==> config.mk <==
export PLATFORM = sky130hd
export DESIGN_NAME = uart_tx_fifo
export DESIGN_NICKNAME = d
export VERILOG_FILES = /design/src/rtl/uart_tx_fifo.sv
export SDC_FILE = /design/constraint.sdc
export NUM_CORES = 1
export LEC_CHECK = 0
export CAP_MARGIN = 15
export CORE_MARGIN = 10
export CORE_UTILIZATION = 50
export DETAILED_ROUTE_END_ITERATION = 12
export PLACE_DENSITY = 0.76
export SYNTH_ARGS = -nofsm -noshare
export SYNTH_HDL_FRONTEND = slang
export SYNTH_SLANG_ARGS = --single-unit
==> constraint.sdc <==
create_clock -name i_clk -period 5.7 [get_ports i_clk]
set_input_delay 0.855 -clock i_clk [delete_from_list [all_inputs] [get_ports i_clk]]
set_output_delay 0.855 -clock i_clk [all_outputs]
set_load 0.005 [all_outputs]
==> src/rtl/uart_tx_fifo.sv <==
// Byte queue between the CPU bus and uart_tx: the CPU pushes bytes and a feeder FSM strobes them
// into uart_tx one per frame. Define UART_TXQ_IRQ_EN to build the queue-drained interrupt pulse.
module uart_tx_fifo #(
   parameter int unsigned DEPTH = 16,
   parameter int unsigned AW    = 4
) (
   input  logic       i_clk,
   input  logic       i_reset_n,
   input  logic [7:0] i_dat,
   output logic [7:0] o_dat,
   input  logic       i_we,
   input  logic       i_cyc,
   output logic [7:0] o_tx_dat,
   output logic       o_tx_we,
   output logic       o_tx_cyc,
   input  logic       i_tx_busy,
   output logic       o_int
);

   typedef enum logic [1:0] {StIdle, StIssue, StAck, StDrain} state_e;

   localparam logic [AW:0]   FullCount = (AW+1)'(DEPTH);
   localparam logic [AW:0]   CountOne  = (AW+1)'(1);
   localparam logic [AW-1:0] PtrOne    = AW'(1);

   logic [7:0]    mem_q [DEPTH];
   logic [AW-1:0] wptr_q, wptr_d;
   logic [AW-1:0] rptr_q, rptr_d;
   logic [AW:0]   count_q, count_d;
   logic          ovf_q, ovf_d;

   logic          full, empty;
   logic          push, push_drop, pop, status_rd;
   logic [4:0]    count_ext;

   state_e        state_q;
   logic [1:0]    ack_cnt_q;
   logic          tx_cyc_q, tx_we_q;
   logic [7:0]    tx_dat_q;

   assign full      = (count_q == FullCount);
   assign empty     = (count_q == '0);
   // full is taken from the registered count, so a pop in the same cycle cannot make room
   assign push      = i_cyc & i_we & ~full;
   assign push_drop = i_cyc & i_we & full;
   assign status_rd = i_cyc & ~i_we;
   assign pop       = (state_q == StIssue);

   assign count_ext = 5'(count_q);
   assign o_dat     = {full, empty, ovf_q, count_ext};

   always_comb begin
      wptr_d  = wptr_q;
      rptr_d  = rptr_q;
      count_d = count_q;
      ovf_d   = ovf_q;
      if (push) begin
         wptr_d = wptr_q + PtrOne;
      end
      if (pop) begin
         rptr_d = rptr_q + PtrOne;
      end
      unique case ({push, pop})
         2'b10:   count_d = count_q + CountOne;
         2'b01:   count_d = count_q - CountOne;
         default: count_d = count_q;
      endcase
      if (push_drop) begin
         ovf_d = 1'b1;
      end else if (status_rd) begin
         ovf_d = 1'b0;
      end
   end

   always_ff @(posedge i_clk or negedge i_reset_n) begin
      if (!i_reset_n) begin
         wptr_q  <= '0;
         rptr_q  <= '0;
         count_q <= '0;
         ovf_q   <= 1'b0;
      end else begin
         wptr_q  <= wptr_d;
         rptr_q  <= rptr_d;
         count_q <= count_d;
         ovf_q   <= ovf_d;
      end
   end

   always_ff @(posedge i_clk) begin
      if (push) begin
         mem_q[wptr_q] <= i_dat;
      end
   end

   // Feeder: strobe in ISSUE, then wait for uart_tx to take and finish the frame.
   always_ff @(posedge i_clk or negedge i_reset_n) begin
      if (!i_reset_n) begin
         state_q   <= StIdle;
         ack_cnt_q <= '0;
         tx_cyc_q  <= 1'b0;
         tx_we_q   <= 1'b0;
         tx_dat_q  <= '0;
      end else begin
         tx_cyc_q <= 1'b0;
         tx_we_q  <= 1'b0;
         tx_dat_q <= '0;
         unique case (state_q)
            StIdle: begin
               if (!empty && !i_tx_busy) begin
                  state_q  <= StIssue;
                  tx_cyc_q <= 1'b1;
                  tx_we_q  <= 1'b1;
                  tx_dat_q <= mem_q[rptr_q];
               end
            end
            StIssue: begin
               state_q   <= StAck;
               ack_cnt_q <= '0;
            end
            StAck: begin
               if (i_tx_busy) begin
                  state_q <= StDrain;
               end else if (ack_cnt_q == 2'd3) begin
                  // uart_tx never acknowledged; treat the byte as sent
                  state_q <= StIdle;
               end else begin
                  ack_cnt_q <= ack_cnt_q + 2'd1;
               end
            end
            StDrain: begin
               if (!i_tx_busy) begin
                  state_q <= StIdle;
               end
            end
            default: state_q <= StIdle;
         endcase
      end
   end

   assign o_tx_cyc = tx_cyc_q;
   assign o_tx_we  = tx_we_q;
   assign o_tx_dat = tx_dat_q;

`ifdef UART_TXQ_IRQ_EN
   logic int_q;

   always_ff @(posedge i_clk or negedge i_reset_n) begin
      if (!i_reset_n) begin
         int_q <= 1'b0;
      end else begin
         int_q <= (state_q == StDrain) && !i_tx_busy && empty && !push;
      end
   end

   assign o_int = int_q;
`else
   assign o_int = 1'b0;
`endif

endmodule

==> impl_metrics.ini, run 1 <==
[yosys]
yosysSeqAreaShare = 0.718
ys.flop_type = edfxtp_1
syn_area_mm2 = 0.00630
yosys_warnings = 0
yosysMostFrequentCell = edfxtp_1
syn_nets = 366
synth_largest_area_cell = edfxtp_1
ys_seq_elements = 155
syn_inst = 343
syn_avg_cell_area_um2 = 18.4
synth.area.mux_share = 0.143
async_reset_ff_frac = 0.174
synth_compound_area_frac = 0.0308
synth.area.top_cells = edfxtp_1 61%, mux4_2 11%, dfrtp_1 11%, mux2i_1 2.5%, ha_1 2.0%
synth.cells.most_frequent = 128 x edfxtp_1, 32 x mux4_2, 27 x dfrtp_1
synthXorXnorAreaFrac = 0.0139
synth_top_family_by_area = multiplexers
synth_fa_ha_area_frac = 0.0199
ys_types = 44
synth-edff-count = 128
synth-simple-area-share = 0.0479
synth_top_area_frac = 0.610

[drt]
dr_total_vias = 3137
drc = 0
ant_nets = 0
firstDrtPassIters = 5
wl_per_cell_um = 21.0
drt_iter0_markers = 241
totalWireLength_um = 11600
viasPerCell = 5.65

[grt]
grtUsageTotal = 0.136
overflow = 0
grt_max_degree = 35
antenna_found_initial = 0
grt_pass1_wl_um = 18000
grt_pass1_vias = 3294

[cts]
clkLatencyLatePin_ns = 0.43
post_cts_buffers = 0
cts_tree = built
ctsHtreeMaxLevel = 4
numCtsBuffers = 17
cts_root_buf = clkbuf_16
cts_sinks = 155
ctsResizeCount = 0
clockBufferDepth = 2
clk_pin_slew_ns = 0.06
cts-hold-fix-buffers = 0

[finish]
drive_gt1_frac = 0.194
area_growth_pct = 16.2
fill_cells = 873
nets = 397
multi_input_area_mm2 = 0.00162
final_util = 0.602
antenna-diode-count = 0
fin_cells = 555
finish.instance_area_mm2 = 0.00732
seqCellArea_mm2 = 0.00452

[critical_path]
path_class = primary input to flip-flop
critPathLaunchType = primary input
crit_path_max_fanout = 12
r2r_cells = 10
end_kind = flip-flop
rr_endpoint = count_ext[4]$_DFFE_PN0P_
required_ns = 6.00
worstPathArrival_ns = 3.54
r2r_setup_slack_ns = 2.68
timing.rr.start = count_ext[1]$_DFFE_PN0P_

[worst_hold_path]
worstHoldStart = ovf_q$_DFFE_PN0P_
hold_end = ovf_q$_DFFE_PN0P_
hp-class = flip-flop to flip-flop
holdPathStages = 2

[place]
portBuffers = 30
dp.cells = 523
place_area_mm2 = 0.00672
gp_congestion = 0.712
dp_hpwl_um = 7220
pre_cts_ws_ns = 2.08

[timing]
slew_viol_final = 0
hold_ws_ns = 0.543
tns_ns = 0
hold_viol_final = 0
worst_slew_pin_slew_ns = 1.12
clock.fmax_mhz = 309
relSlewSlack = 0.256
period_minus_slack_ns = 3.24
timing.final.ws_setup_ns = 2.46
setup_violations = 0
fin_crit_sh = 0.568
finClkSkew_ns = 0.00969
rsz0062_at_grt = false

[floorplan]
rows = 40
die_area_mm2 = 0.0175
initial_core_util = 0.518
io_pins = 32
coreArea_mm2 = 0.0122
die_h_um = 132
die_w_um = 132

[pwr]
ir_worst_vdd_v = 0.000290
leakage_nw = 2.52
finalPower_mw = 3.57
p_per_area_mw_per_mm2 = 488

[run]
drv_cap = 0

[status]
outcome = complete, no violations
## cell families (layout without fill, tap and decap cells)
group	after synthesis	in the layout
xor gates and xnor gates	10	10
other	1	1
adders and majority gates	10	10
muxes	50	50
and+or+nand+nor	57	57
DFF	155	155
AOI/OAI and AO/OA	30	30
buffers and inverters	30	74
## critical path, cell delays in order
cell and delay [ns]:
clkdlybuf4s50_1 0.50, nand2_1 0.07, a21oi_2 0.34, inv_1 0.12, ha_1 0.37, xor2_1 0.20, ha_1 0.24, o211ai_1 0.25
nor4_1 0.08, nand4b_1 0.19, or3_1 0.31
## placed cells by master, fill, tap and decap left out, types with 3 or more instances in the layout
master | synthesis | final
xnor2_1 | 6 | 6
mux2i_1 | 16 | 16
ha_1 | 10 | 10
a21o_1 | 3 | 3
o21ai_0 | 6 | 6
mux4_2 | 32 | 32
nor4_1 | 3 | 3
inv_1 | 5 | 5
dfrtp_1 | 27 | 26
xor2_1 | 4 | 4
clkdlybuf4s50_1 | 0 | 30
clkbuf_1 | 9 | 5
o22ai_1 | 8 | 8
a21oi_1 | 5 | 5
bufinv_16 | 0 | 3
clkbuf_16 | 0 | 17
nor3_1 | 5 | 5
nor2_1 | 17 | 17
edfxtp_1 | 128 | 128
buf_4 | 8 | 7
nand2_1 | 13 | 13
nand2b_1 | 3 | 3
## state kept, by name, summed over array words and instances, names as in the netlist
| signal | count |
|---|---|
| o_tx_we | 1 |
| count_ext | 5 |
| o_tx_dat | 8 |
| ack_cnt_q | 2 |
| ovf_q | 1 |
| wptr_q | 4 |
| rptr_q | 4 |
| state_q | 2 |
| mem_q | 128 |
## worst max-delay path by stage
stage                     start                       end  slack (ns)
after floorplan            i_we  count_ext[4]$_DFFE_PN0P_        2.82
after global placement    i_cyc  count_ext[4]$_DFFE_PN0P_        2.24
after detailed placement  i_cyc  count_ext[4]$_DFFE_PN0P_        2.08
after CTS                 i_cyc  count_ext[4]$_DFFE_PN0P_        2.50
after global routing      i_cyc  count_ext[4]$_DFFE_PN0P_        2.31
final                     i_cyc  count_ext[4]$_DFFE_PN0P_        2.46
## report_power, final
part / internal (mW) / switching, mW
Clock: 0.716 / 0.431
Sequential: 1.36 / 0.145
Combinational: 0.484 / 0.437
## metal layers
metal | vias to the layer above | GRT usage | wire length (um)
li1 | 1412 | - | -
met1 | 1600 | 0.159 | 4820
met2 | 108 | 0.230 | 5960
met3 | 17 | 0.0434 | 682
met4 | 0 | 0.0513 | 172
met5 | - | 0 | 0
## area by class of cell
cell class / instances / share of cell area
Inverter: 5 / 0.00256
Sequential cell: 155 / 0.617
Multi-Input combinational cell: 158 / 0.221
Tap cell: 168 / 0.0287
Timing Repair Buffer: 37 / 0.0482
Clock buffer: 24 / 0.0644
Clock inverter: 8 / 0.0181
Power figures use the tool's default switching activity.
==> inputs of run 2 (changes only) <==
- PLACE_DENSITY: 0.76 -> 0.79
- clock period: 5.7 -> 2.92 ns (I/O delays scaled with it)
==> run 2 against run 1 <==
Wire length is 0.81% higher. Sequential power grew 94%. Combinational power is 110% higher. Design area up 0.80%. Power increased by 89%. Die area stayed put. Critical endpoint unchanged.
==> impl_metrics.ini, run 2 (synthesis gave the netlist of run 1 again) <==
[status]
outcome = complete, no violations

[timing]
relSlewSlack = 0.623
rsz0062_at_grt = false
period_minus_slack_ns = 2.63
worst_slew_pin_slew_ns = 0.564
timing.final.ws_setup_ns = 0.289
tns_ns = 0
finClkSkew_ns = 0.0115
clock.fmax_mhz = 380
setup_violations = 0
slew_viol_final = 0
fin_crit_sh = 0.901
hold_viol_final = 0

[cts]
cts_sinks = 155
clkLatencyLatePin_ns = 0.42
ctsHtreeMaxLevel = 4
post_cts_buffers = 0
cts_root_buf = clkbuf_16
clk_pin_slew_ns = 0.07
cts_tree = built
clockBufferDepth = 2
numCtsBuffers = 17
cts-hold-fix-buffers = 0

[floorplan]
die_area_mm2 = 0.0175
die_h_um = 132
coreArea_mm2 = 0.0122
die_w_um = 132
initial_core_util = 0.518
io_pins = 32
rows = 40

[critical_path]
worstPathArrival_ns = 2.93
end_kind = flip-flop
critPathLaunchType = flip-flop
path_class = flip-flop to flip-flop
required_ns = 3.21
crit_path_max_fanout = 8

[grt]
grt_max_degree = 34
grt_pass1_vias = 3395
grt_pass1_wl_um = 18800
antenna_found_initial = 0
grtUsageTotal = 0.141
overflow = 0

[drt]
drt_iter0_markers = 369
firstDrtPassIters = 4
drc = 0
ant_nets = 0
viasPerCell = 5.65
totalWireLength_um = 11700
dr_total_vias = 3234
wl_per_cell_um = 20.5

[finish]
mostFrequentLayoutCells = 128 x edfxtp_1, 32 x mux4_2, 30 x clkdlybuf4s50_1, 26 x dfrtp_1, 24 x buf_4
antenna-diode-count = 0
nets = 415
final_common_cell = edfxtp_1
regMostFlops = mem_q
largest_reg_flops = 128
final_util = 0.607
finish.instance_area_mm2 = 0.00738
drive_gt1_frac = 0.230
area_growth_pct = 17.2

[pwr]
leakage_nw = 2.57
ir_worst_vdd_v = 0.000549
p_per_area_mw_per_mm2 = 913

[place]
gp_congestion = 0.758
dp_hpwl_um = 7230
pre_cts_ws_ns = 0.107
place_area_mm2 = 0.00687
portBuffers = 30

[worst_hold_path]
hp-class = primary input to asynchronous set/reset pin

[run]
drv_cap = 0
## run 2: cell types whose count changed in the layout (fill, tap and decap cells not counted), moves of 2 or more
cell	previous run	this run
buf_4	7	24
bufinv_16	3	0
clkinv_2	0	3
clkbuf_1	5	3
clkbuf_8	2	0
clkinv_1	0	2
## run 2: power by group
| group | internal (mW) | switching [mW] | total, mW |
|---|---|---|---|
| logic | 1.01 | 0.909 | 1.92 |
| clock network | 1.08 | 0.834 | 1.91 |
| registers | 2.65 | 0.255 | 2.91 |
| total | 4.74 | 2.00 | 6.74 |
## run 2: worst max-delay path, stage by stage (launching register included)
cell and delay, ns:
dfrtp_1 0.45, nor4_2 0.42, a21oi_2 0.11, inv_1 0.10, ha_1 0.31, xor2_1 0.11, ha_1 0.23, o211ai_1 0.22
nor4_1 0.07, nand4b_1 0.18, or3_1 0.31
## run 2: area by class of cell
cell class | count | area (um2)
Timing Repair Buffer | 55 | 500
Fill cell | 853 | 4780
Clock buffer | 20 | 437
Tap cell | 168 | 210
Multi-Input combinational cell | 158 | 1620
Clock inverter | 11 | 72.6
Inverter | 5 | 18.8
Sequential cell | 155 | 4520
## run 2: routing by layer
| layer | global-route usage | share of wire | vias to the layer above |
|---|---|---|---|
| met1 | 0.174 | 0.42 | 1678 |
| li1 | - | - | 1448 |
| met3 | 0.0469 | 0.068 | 16 |
| met4 | 0.0581 | 0.014 | 0 |
| met2 | 0.223 | 0.50 | 92 |
| met5 | 0 | 0 | - |
## run 2: path summary, 6_finish.rpt
kind,slack [ns],to,startpoint,cells after the start
max,0.29,count_ext[4]$_DFFE_PN0P_,count_ext[0]$_DFFE_PN0P_,10
min,0.40,wptr_q[2]$_DFFE_PN0P_,i_reset_n,2
max reg2reg,0.29,count_ext[4]$_DFFE_PN0P_,count_ext[0]$_DFFE_PN0P_,10
min reg2reg,0.55,ovf_q$_DFFE_PN0P_,ovf_q$_DFFE_PN0P_,2
max in group asynchronous,2.22,rptr_q[2]$_DFFE_PN0P_,i_reset_n,2
min in group i_clk,0.55,ovf_q$_DFFE_PN0P_,ovf_q$_DFFE_PN0P_,2
## run 2: timing repair
action                                 CTS  global route
endpoints found under the hold margin    0             0
gates resized for setup                  0             1
setup endpoints to repair                0             1
## run 2: metrics by stage
step	hold WS [ns]	std cells	power, mW
floorplan	0.142	343	4.27
global placement	0.520	541	4.81
detailed placement	0.544	541	4.87
CTS	0.394	572	6.82
global route	0.437	572	7.10
finish	0.399	572	6.74
